[src/rtl/reflet_boot_pkg.sv]
// rtl/reflet_boot_pkg.sv - shared types, constants and helpers for the Reflet UART boot loader
package reflet_boot_pkg;

    localparam logic [7:0] SYNC_BYTE = 8'h5A;

    typedef enum logic [2:0] {
        WAIT_SYNC,
        GET_LEN,
        GET_DATA,
        GET_SUM,
        RUN,
        ERROR
    } boot_state_t;

    typedef enum logic [1:0] {
        RX_IDLE,
        RX_START,
        RX_DATA,
        RX_STOP
    } rx_state_t;

    // Integer-truncated number of system clocks per UART bit
    function automatic int cycles_per_bit(input int clk_freq, input int baud_rate);
        return clk_freq / baud_rate;
    endfunction

endpackage

[src/rtl/reflet_uart_boot_loader_if.sv]
// rtl/reflet_uart_boot_loader_if.sv - instruction RAM write port driven by the boot loader
interface reflet_uart_boot_loader_if #(
    parameter int addr_size = 7
);
    logic [addr_size-1:0] mem_addr;
    logic [7:0]           mem_data;
    logic                 mem_write_en;

    modport master (output mem_addr, output mem_data, output mem_write_en);
    modport slave  (input  mem_addr, input  mem_data, input  mem_write_en);
endinterface

[src/rtl/reflet_boot_uart_rx.sv]
// rtl/reflet_boot_uart_rx.sv - 8N1 UART receiver with synchroniser, glitch-rejecting start bit
module reflet_boot_uart_rx
    import reflet_boot_pkg::*;
#(
    parameter int cpb = 10
) (
    input  logic       clk,
    input  logic       reset,
    input  logic       rx_i,
    output logic [7:0] byte_o,
    output logic       byte_valid_o,
    output logic       frame_err_o
);

    localparam int CW = $clog2(cpb + 1);
    localparam logic [CW-1:0] HALF_LAST = CW'(cpb / 2 - 1);
    localparam logic [CW-1:0] FULL_LAST = CW'(cpb - 1);

    logic            meta_q, sync_q, prev_q;
    rx_state_t       state_q, state_d;
    logic [CW-1:0]   cnt_q, cnt_d;
    logic [2:0]      bit_q, bit_d;
    logic [7:0]      shift_q, shift_d;
    logic [7:0]      byte_q, byte_d;
    logic            valid_q, valid_d;
    logic            ferr_q, ferr_d;

    // Synchroniser chain, edge history and receiver state registers
    always_ff @(posedge clk) begin
        if (reset) begin
            meta_q  <= 1'b1;
            sync_q  <= 1'b1;
            prev_q  <= 1'b1;
            state_q <= RX_IDLE;
            cnt_q   <= '0;
            bit_q   <= '0;
            shift_q <= '0;
            byte_q  <= '0;
            valid_q <= 1'b0;
            ferr_q  <= 1'b0;
        end else begin
            meta_q  <= rx_i;
            sync_q  <= meta_q;
            prev_q  <= sync_q;
            state_q <= state_d;
            cnt_q   <= cnt_d;
            bit_q   <= bit_d;
            shift_q <= shift_d;
            byte_q  <= byte_d;
            valid_q <= valid_d;
            ferr_q  <= ferr_d;
        end
    end

    // Bit timing: start bit checked at half period, data and stop bits at mid-bit
    always_comb begin
        state_d = state_q;
        cnt_d   = cnt_q + CW'(1);
        bit_d   = bit_q;
        shift_d = shift_q;
        byte_d  = byte_q;
        valid_d = 1'b0;
        ferr_d  = 1'b0;
        unique case (state_q)
            RX_IDLE: begin
                cnt_d = '0;
                if (prev_q && !sync_q) state_d = RX_START;
            end
            RX_START: begin
                if (cnt_q == HALF_LAST) begin
                    cnt_d = '0;
                    bit_d = '0;
                    // A line that is high again by mid-start was only a glitch
                    state_d = sync_q ? RX_IDLE : RX_DATA;
                end
            end
            RX_DATA: begin
                if (cnt_q == FULL_LAST) begin
                    cnt_d   = '0;
                    shift_d = {sync_q, shift_q[7:1]};
                    bit_d   = bit_q + 3'd1;
                    if (bit_q == 3'd7) state_d = RX_STOP;
                end
            end
            RX_STOP: begin
                if (cnt_q == FULL_LAST) begin
                    cnt_d   = '0;
                    state_d = RX_IDLE;
                    if (sync_q) begin
                        valid_d = 1'b1;
                        byte_d  = shift_q;
                    end else begin
                        ferr_d = 1'b1;
                    end
                end
            end
            default: state_d = RX_IDLE;
        endcase
    end

    assign byte_o       = byte_q;
    assign byte_valid_o = valid_q;
    assign frame_err_o  = ferr_q;

endmodule

[src/rtl/reflet_uart_boot_loader.sv]
// rtl/reflet_uart_boot_loader.sv - loads a checksummed program image over UART into instruction RAM
module reflet_uart_boot_loader
    import reflet_boot_pkg::*;
#(
    parameter int clk_freq       = 1000000,
    parameter int baud_rate      = 9600,
    parameter int addr_size      = 7,
    parameter int mem_size       = 128,
    parameter int timeout_cycles = clk_freq / 10
) (
    input  logic                        clk,
    input  logic                        reset,
    input  logic                        rx_i,
    input  logic                        skip_boot_i,
    reflet_uart_boot_loader_if.master   mem,
    output logic                        cpu_run_o,
    output logic                        busy_o,
    output logic                        error_o
);

    localparam int CPB = cycles_per_bit(clk_freq, baud_rate);
    localparam int TW  = $clog2(timeout_cycles + 1);

    logic [7:0]           rx_byte;
    logic                 rx_valid, rx_ferr;

    boot_state_t          state_q, state_d;
    logic [addr_size-1:0] idx_q, idx_d;
    logic [addr_size-1:0] last_q, last_d;
    logic [7:0]           sum_q, sum_d;
    logic [addr_size-1:0] addr_q, addr_d;
    logic [7:0]           data_q, data_d;
    logic                 we_q, we_d;
    logic                 error_q, error_d;
    logic [TW-1:0]        idle_q, idle_d;
    logic                 busy_st, byte_evt, timeout;

    reflet_boot_uart_rx #(.cpb(CPB)) u_rx (
        .clk          (clk),
        .reset        (reset),
        .rx_i         (rx_i),
        .byte_o       (rx_byte),
        .byte_valid_o (rx_valid),
        .frame_err_o  (rx_ferr)
    );

    // Loader state, checksum, write port and idle counter registers
    always_ff @(posedge clk) begin
        if (reset) begin
            state_q <= WAIT_SYNC;
            idx_q   <= '0;
            last_q  <= '0;
            sum_q   <= '0;
            addr_q  <= '0;
            data_q  <= '0;
            we_q    <= 1'b0;
            error_q <= 1'b0;
            idle_q  <= '0;
        end else begin
            state_q <= state_d;
            idx_q   <= idx_d;
            last_q  <= last_d;
            sum_q   <= sum_d;
            addr_q  <= addr_d;
            data_q  <= data_d;
            we_q    <= we_d;
            error_q <= error_d;
            idle_q  <= idle_d;
        end
    end

    assign busy_st  = (state_q == GET_LEN) || (state_q == GET_DATA) || (state_q == GET_SUM);
    assign byte_evt = rx_valid || rx_ferr;
    // A byte landing on the expiry cycle wins over the timeout
    assign timeout  = busy_st && !byte_evt && (idle_q == TW'(timeout_cycles - 1));

    // Next-state logic: sync, length, data, checksum, then run or fail
    always_comb begin
        state_d = state_q;
        idx_d   = idx_q;
        last_d  = last_q;
        sum_d   = sum_q;
        addr_d  = addr_q;
        data_d  = data_q;
        we_d    = 1'b0;
        error_d = error_q;
        idle_d  = '0;
        if (busy_st) idle_d = byte_evt ? TW'(1) : idle_q + TW'(1);
        unique case (state_q)
            WAIT_SYNC: begin
                if (skip_boot_i) begin
                    state_d = RUN;
                end else if (rx_valid && rx_byte == SYNC_BYTE) begin
                    state_d = GET_LEN;
                    error_d = 1'b0;
                end
            end
            GET_LEN: begin
                if (rx_ferr || timeout) begin
                    state_d = ERROR;
                end else if (rx_valid) begin
                    if (rx_byte == 8'd0 || 32'(rx_byte) > mem_size) begin
                        state_d = ERROR;
                    end else begin
                        // Keep len-1 so the last index fits the address width
                        last_d  = addr_size'(rx_byte - 8'd1);
                        idx_d   = '0;
                        sum_d   = '0;
                        state_d = GET_DATA;
                    end
                end
            end
            GET_DATA: begin
                if (rx_ferr || timeout) begin
                    state_d = ERROR;
                end else if (rx_valid) begin
                    addr_d = idx_q;
                    data_d = rx_byte;
                    we_d   = 1'b1;
                    sum_d  = sum_q + rx_byte;
                    idx_d  = idx_q + addr_size'(1);
                    if (idx_q == last_q) state_d = GET_SUM;
                end
            end
            GET_SUM: begin
                if (rx_ferr || timeout) begin
                    state_d = ERROR;
                end else if (rx_valid) begin
                    state_d = (rx_byte == sum_q) ? RUN : ERROR;
                end
            end
            RUN:     state_d = RUN;
            ERROR:   state_d = WAIT_SYNC;
            default: state_d = WAIT_SYNC;
        endcase
        if (state_d == ERROR) error_d = 1'b1;
    end

    assign mem.mem_addr     = addr_q;
    assign mem.mem_data     = data_q;
    assign mem.mem_write_en = we_q;
    assign cpu_run_o        = (state_q == RUN);
    assign busy_o           = busy_st;
    assign error_o          = error_q;

endmodule

[src/flat_wrapper.sv]
// flat-port wrapper written by rule: the top's interface ports become plain ports
module reflet_uart_boot_loader_flat import reflet_boot_pkg::*;
#(
    parameter int clk_freq       = 1000000,
    parameter int baud_rate      = 9600,
    parameter int addr_size      = 7,
    parameter int mem_size       = 128,
    parameter int timeout_cycles = clk_freq / 10
)
  (clk, reset, rx_i, skip_boot_i, cpu_run_o, busy_o, error_o, mem_mem_addr, mem_mem_data, mem_mem_write_en);
  reflet_uart_boot_loader_if #(.addr_size(addr_size)) mem_i ();
  input  logic clk;
  input  logic reset;
  input  logic rx_i;
  input  logic skip_boot_i;
  output logic cpu_run_o;
  output logic busy_o;
  output logic error_o;
  output wire logic [$bits(mem_i.mem_addr)-1:0] mem_mem_addr;
  output wire logic [$bits(mem_i.mem_data)-1:0] mem_mem_data;
  output wire logic [$bits(mem_i.mem_write_en)-1:0] mem_mem_write_en;
  assign mem_mem_addr = mem_i.mem_addr;
  assign mem_mem_data = mem_i.mem_data;
  assign mem_mem_write_en = mem_i.mem_write_en;
  reflet_uart_boot_loader #(.clk_freq(clk_freq), .baud_rate(baud_rate), .addr_size(addr_size), .mem_size(mem_size), .timeout_cycles(timeout_cycles)) u_core (.clk(clk), .reset(reset), .rx_i(rx_i), .skip_boot_i(skip_boot_i), .mem(mem_i), .cpu_run_o(cpu_run_o), .busy_o(busy_o), .error_o(error_o));
endmodule
[config.mk]
export PLATFORM = sky130hd
export DESIGN_NAME = reflet_uart_boot_loader_flat
export DESIGN_NICKNAME = d
export VERILOG_FILES = /design/src/rtl/reflet_boot_pkg.sv /design/src/rtl/reflet_uart_boot_loader_if.sv /design/src/rtl/reflet_boot_uart_rx.sv /design/src/rtl/reflet_uart_boot_loader.sv /design/src/flat_wrapper.sv
export SDC_FILE = /design/constraint.sdc
export NUM_CORES = 1
export LEC_CHECK = 0
export BUFFER_PORTS_ARGS = -buffer_cell sky130_fd_sc_hd__buf_2
export CAP_MARGIN = 20
export CORE_UTILIZATION = 57
export CTS_BUF_LIST = sky130_fd_sc_hd__clkbuf_8
export DETAILED_ROUTE_END_ITERATION = 10
export PLACE_DENSITY = 0.85
export SLEW_MARGIN = 20
export SYNTH_ARGS = -nofsm -noshare
export SYNTH_HDL_FRONTEND = slang
export SYNTH_HIERARCHICAL = 1
export SYNTH_SLANG_ARGS = --single-unit
[constraint.sdc]
create_clock -name clk -period 2.25 [get_ports clk]
set_clock_uncertainty 0.2 [all_clocks]
set_input_delay 0.225 -clock clk [delete_from_list [all_inputs] [get_ports clk]]
set_output_delay 0.225 -clock clk [all_outputs]
set_load 0.005 [all_outputs]
# Yosys cells after proc, flatten, opt, wreduce, memory -nomap -nowiden
# Cells that the tools add are included.
# W data, S select, Z words.
dict set report totals {
  reg_bits 92
  inputBits 4
  out_inout_bits 19
}
dict set report classes {
  reduce_logical 31
  muxes 45
  bitwise 6
  eq_ne 26
  addsub 6
  n_lt_le_gt_ge 1
}
# operator count
set ops {}
lappend ops {{$mux W7} 7}
lappend ops {{$mux W8} 5}
lappend ops {{$mux W3} 12}
lappend ops {{$pmux W7 S3} 1}
lappend ops {{$ne A2 B2 Y1 const B} 10}
lappend ops {{$add A17 B1 Y17 const B} 1}
lappend ops {{$eq A17 B17 Y1 const B} 1}
lappend ops {{$pmux W8 S2} 1}
lappend ops {{$pmux W3 S5} 1}
lappend ops {{$add A7 B1 Y7 const B} 2}
lappend ops {{$pmux W7 S2} 1}
lappend ops {{$mux W2} 6}
lappend ops {{$reduce_and A3 Y1} 4}
lappend ops {{$eq A3 B3 Y1 const B} 3}
lappend ops {{$mux W1} 9}
lappend ops {{$reduce_or A3 Y1} 3}
lappend ops {{$add A8 B8 Y8} 1}
lappend ops {{$eq A8 B7 Y1 const B} 1}
lappend ops {{$eq A8 B8 Y1} 1}
lappend ops {{$gt A8 B8 Y1 const B} 1}
lappend ops {{$logic_not A8 Y1} 1}
lappend ops {{$pmux W2 S4} 1}
lappend ops {{$reduce_bool A2 Y1} 4}
lappend ops {{$eq A7 B6 Y1 const B} 1}
lappend ops {{other kinds (21)} 37}

# Depth between registers and ports, before layout
dict set report logic_depth {
  ltp_word 11
  depth_mapped 9
  depth_no_buf 7
}

# Modules after synthesis
# Netlist, hierarchy kept.
# module area_each_um2 seq_area_each_um2 cells_per_inst n_inst
set by_module_without_submodules {}
lappend by_module_without_submodules {reflet_uart_boot_loader 3081.7 1181.1 358 1}
lappend by_module_without_submodules {reflet_boot_uart_rx 1381.3 660.6 139 1}

# Least setup slack after synthesis
# Ideal clock, no wire load.
dict set report synth_path {
  path_type {flip-flop to flip-flop}
  from {register u_core.u_rx.byte_q[0], in the netlist u_core/u_rx/byte_o[0]}
  to {register u_core.last_q[3]}
  path_slack_ns -0.083
  arrival_ns 1.992
  t_required_ns 1.908
  period_less_slack_ns 2.333
  stages_incl_launch_ff 10
  path_cell_list {dfxtp_1 -> inv_1 -> ha_1 -> or3b_4 -> or3_4 -> and3_4 -> buf_6 -> buf_12 -> nor2_1 -> a211oi_2}
}
dict set report synth_between {
  elab_chain_cells 4
  elab_cells_between_ends 6
  cone_classes {add/sub (1); order compare (1); bitwise (1); reduce/logical (3)}
}
# element line_no
set synth_lines {}
lappend synth_lines {{from (decl)} reflet_boot_uart_rx.sv:24} ;# logic [7:0] byte_q, byte_d;
lappend synth_lines {{from (signal assigned)} reflet_boot_uart_rx.sv:49} ;# byte_q <= byte_d;
lappend synth_lines {{$gt A8 B8 Y1 or $logic_not A8 Y1 (tied branches)} reflet_uart_boot_loader.sv:102} ;# if (rx_byte == 8'd0 || 32'(rx_byte) > mem_size) begin
lappend synth_lines {{$logic_or A1 B1 Y1} reflet_uart_boot_loader.sv:102}
lappend synth_lines {{$not A1 Y1 (no line)} n/a}
lappend synth_lines {{$reduce_and A4 Y1 (no line)} n/a}
lappend synth_lines {{to (signal assigned)} reflet_uart_boot_loader.sv:62} ;# last_q <= last_d;
lappend synth_lines {{to (decl)} reflet_uart_boot_loader.sv:29} ;# logic [addr_size-1:0] last_q, last_d;
# Several ways; a longest one is shown, not always the timed one.
# A chain may end at the register's enable or synchronous reset.

# Worst setup path after layout
dict set report layout_path {
  from {register u_core.u_rx.byte_q[1], in the netlist u_core/u_rx/byte_o[1]}
  to {register u_core.sum_q[4]}
}
dict set report layout_between {
  elab_chain_cells 4
  elab_cells_between_ends 9
  cone_classes {add/sub (1); order compare (1); eq/ne (1); mux (3); reduce/logical (3)}
}
# element line_no
set layout_lines {}
lappend layout_lines {{$add A8 B8 Y8 (tied with other cells)} reflet_uart_boot_loader.sv:120} ;# sum_d = sum_q + rx_byte;
lappend layout_lines {{$mux W8 or $logic_or A1 B1 Y1 (tied branches)} {reflet_uart_boot_loader.sv:116, reflet_uart_boot_loader.sv:102}}
lappend layout_lines {{$mux W8 or $ne A2 B2 Y1 (tied branches)} n/a}
lappend layout_lines {{$pmux W8 S2 or $reduce_and A6 Y1 (tied branches)} n/a}
lappend layout_lines {{to (signal assigned)} reflet_uart_boot_loader.sv:63} ;# sum_q <= sum_d;
lappend layout_lines {{to (decl)} reflet_uart_boot_loader.sv:30} ;# logic [7:0] sum_q, sum_d;
# Several ways; a longest one is shown, not always the timed one. The select of a mux whose other input is x is not followed.

==> impl_metrics.env <==
export IMPL_synth_net_count=516
export IMPL_wire_per_inst_um=15.9
export IMPL_drt_initial_drc_count=233
export IMPL_nNetsFinal=560
export IMPL_drt_vias_per_instance=5.95
export IMPL_worst_slew_pin_slew_ns=0.534
export IMPL_yosysTopAreaCell="dfxtp_1"
export IMPL_antenna_cells=0
export IMPL_synth_distinct_cells=65
export IMPL_rsz0062_at_grt="true"
export IMPL_drv_cap=0
export IMPL_dp_hpwl_um=6740
export IMPL_clock_sinks=92
export IMPL_path_class="reg -> reg"
export IMPL_outcome="finished with violations"
export IMPL_multi_input_area_mm2=0.00255
export IMPL_yosysSeqAreaShare_pct=41.3
export IMPL_cts_tree="done"
export IMPL_netlist_area_mm2=0.00446
export IMPL_p_leak_uw=0.00206
export IMPL_cts_buffer_depth=2
export IMPL_grt_pass1_vias=3736
export IMPL_postSynthAreaPerCell_um2=8.98
export IMPL_relSlewSlack_pct=64.4
export IMPL_critPathLaunchType="flop"
export IMPL_drive_above_1_share_pct=23.8
export IMPL_powerDensity_mw_per_mm2=568
export IMPL_cts_buffers_inserted=9
export IMPL_min_period_ns=2.31
export IMPL_antenna_left=0
export IMPL_fillers=530
export IMPL_die_area_mm2=0.00819
export IMPL_crit_path_end_kind="flop"
export IMPL_synth_warning_count=6
export IMPL_power_uw=2940
export IMPL_fmax_ghz=0.433
export IMPL_period_share_pct=103
export IMPL_synthToLayoutAreaGrowth_pct=15.8
export IMPL_synth_edf_count=0
export IMPL_layout_setup_ws_ns=-0.0568
export IMPL_rows=31
export IMPL_core_mm2=0.00741
export IMPL_synth_area_top_cells="dfxtp_1, nor2_1, nand2_1"
export IMPL_required_ns=2.29
export IMPL_ys_ff_latch=92
export IMPL_dieHeight_um=90.5
export IMPL_ys_flop_type="dfxtp_1"
export IMPL_cts_root_buffer="clkbuf_8"
export IMPL_violations="setup timing"
export IMPL_clk_pin_slew_worst_paths_ns=0.10
export IMPL_placed_cells=621
export IMPL_antenna_found_initial=0
export IMPL_drcViolationCount=0
export IMPL_grt_total_usage_pct=25.4
export IMPL_first_pass_iters=5
export IMPL_crit_arrival_ns=2.35
export IMPL_crit_fanout=8
export IMPL_num_vias=3836
export IMPL_drv_slew=0
export IMPL_start_util_pct=60.2
export IMPL_stdcell_count=645
export IMPL_final_cell_mix="dfxtp_1, nor2_1, nand2_1, a21oi_1, buf_4"
export IMPL_overflow=0
export IMPL_grt_max_degree=38
export IMPL_grt_pass1_wl_um=16900
export IMPL_ir_worst_vdd_uv=408
export IMPL_hold_class="in -> reg"
export IMPL_synth_top_area_share_pct=41.3
export IMPL_gp_congestion=0.946
export IMPL_io_pins=23
export IMPL_htree_levels=3
export IMPL_io_buffers=22
export IMPL_clk_latency_ns=0.36
export IMPL_regArea_mm2=0.00185
export IMPL_setup_viol=6
export IMPL_final_common_cell="dfxtp_1"
export IMPL_hold_viol_final=0
export IMPL_die_x_um=90.5
export IMPL_synthCells=497
export IMPL_synthArstFlopShare_pct=0
export IMPL_wl_um=10300
==> critical path, stage by stage (launching register included) <==
cell and delay, ns:
dfxtp_2 0.35, inv_2 0.07, ha_4 0.13, or3b_4 0.40, or3_4 0.38, a31oi_4 0.26
buf_6 0.16, nand3b_1 0.15, a21oi_2 0.07
==> per-stage QoR <==
| stage | utilization [%] | setup TNS, ns | setup slack [ns] | hold WS, ns | cell area (um^2) |
|---|---|---|---|---|---|
| after floorplan | - | 0 | 0.00929 | 0.127 | 4480 |
| after global placement | 64.3 | 0 | 0.0403 | 0.196 | 4760 |
| after detailed placement | 64.3 | -0.206 | -0.0436 | 0.198 | 4760 |
| after CTS | 68.4 | -0.176 | -0.0370 | 0.00462 | 5060 |
| after global routing | 69.8 | -0.579 | -0.101 | 0.0347 | 5170 |
| final | 69.8 | -0.0750 | -0.0568 | 0.0195 | 5170 |
==> final cells by class <==
type	count	area share (%)
Clock buffer	9	2.40
Inverter	11	0.799
Timing Repair Buffer	56	7.33
Tap cell	99	2.40
Multi-Input combinational cell	371	49.4
Clock inverter	7	1.94
Sequential cell	92	35.7
==> synth_stat cells (all sizes together) (11+ instances only) <==
cell and number:
dfxtp 92, nor2 60, nand2 56, a21oi 38, nand3 25, xnor2 19
mux2i 18, xor2 16, ha 14, clkbuf 13, inv 11, nor3 11
==> cells by family (layout without fill, tap and decap cells) <==
kind of cell	count (synthesis)	after routing	synth area share [%]
DFF	92	92	41.3
xor gates and xnor gates	35	35	6.87
muxes	18	18	4.04
adders and majority gates	15	15	4.37
AOI/OAI and AO/OA	80	80	12.5
buffers and inverters	34	83	4.15
and+or+nand+nor	223	223	26.8
==> metal layers <==
layer / share of wire, % / vias up / GRT usage [%]
met4: 3.1 / 0 / 13.7
met1: 42 / 1828 / 29.7
met5: 0 / - / 0
met2: 50 / 143 / 43.8
li1: - / 1831 / -
met3: 5.0 / 34 / 4.71
==> registers in the layout, indices dropped and copies added, names as in the netlist, 7 cells and up, named ones only <==
signal and count:
u_core/idle_q 17, u_core/last_q 7, u_core/u_rx/cnt_q 7, u_core/sum_q 8, u_core/mem.mem_data 8, u_core/u_rx/byte_o 8
u_core/idx_q 7, u_core/u_rx/shift_q 8, u_core/mem.mem_addr 7
==> timing repair <==
| action | in CTS | in global routing |
|---|---|---|
| setup buffers | 5 | 2 |
| endpoints found under the hold margin | 1 | 0 |
| setup endpoints to repair | 9 | 17 |
| gates resized for setup | 11 | 20 |
| pin swaps | 12 | 9 |
| hold buffers | 1 | 0 |
==> power breakdown <==
group	leakage (uW)	switching [uW]	total [uW]	internal (uW)
logic	0.00121	34.7	51.4	16.8
registers	0.000744	7.03	1640	1630
clock network	0.000113	610	1250	636
total	0.00206	652	2940	2280
==> worst paths after layout <==
check / from / end / slack (ns) / depth (start not counted)
setup / recovery: u_core/u_rx/byte_o[1] / u_core/sum_q[4] / -0.06 / 8
hold / removal: reset / u_core/u_rx/cnt_q[2] / 0.02 / 2
setup reg to reg: u_core/u_rx/byte_o[1] / u_core/sum_q[4] / -0.06 / 8
hold reg to reg: u_core/u_rx/meta_q / u_core/u_rx/sync_q / 0.22 / 1
No activity file was read; power rests on OpenSTA's default activity.
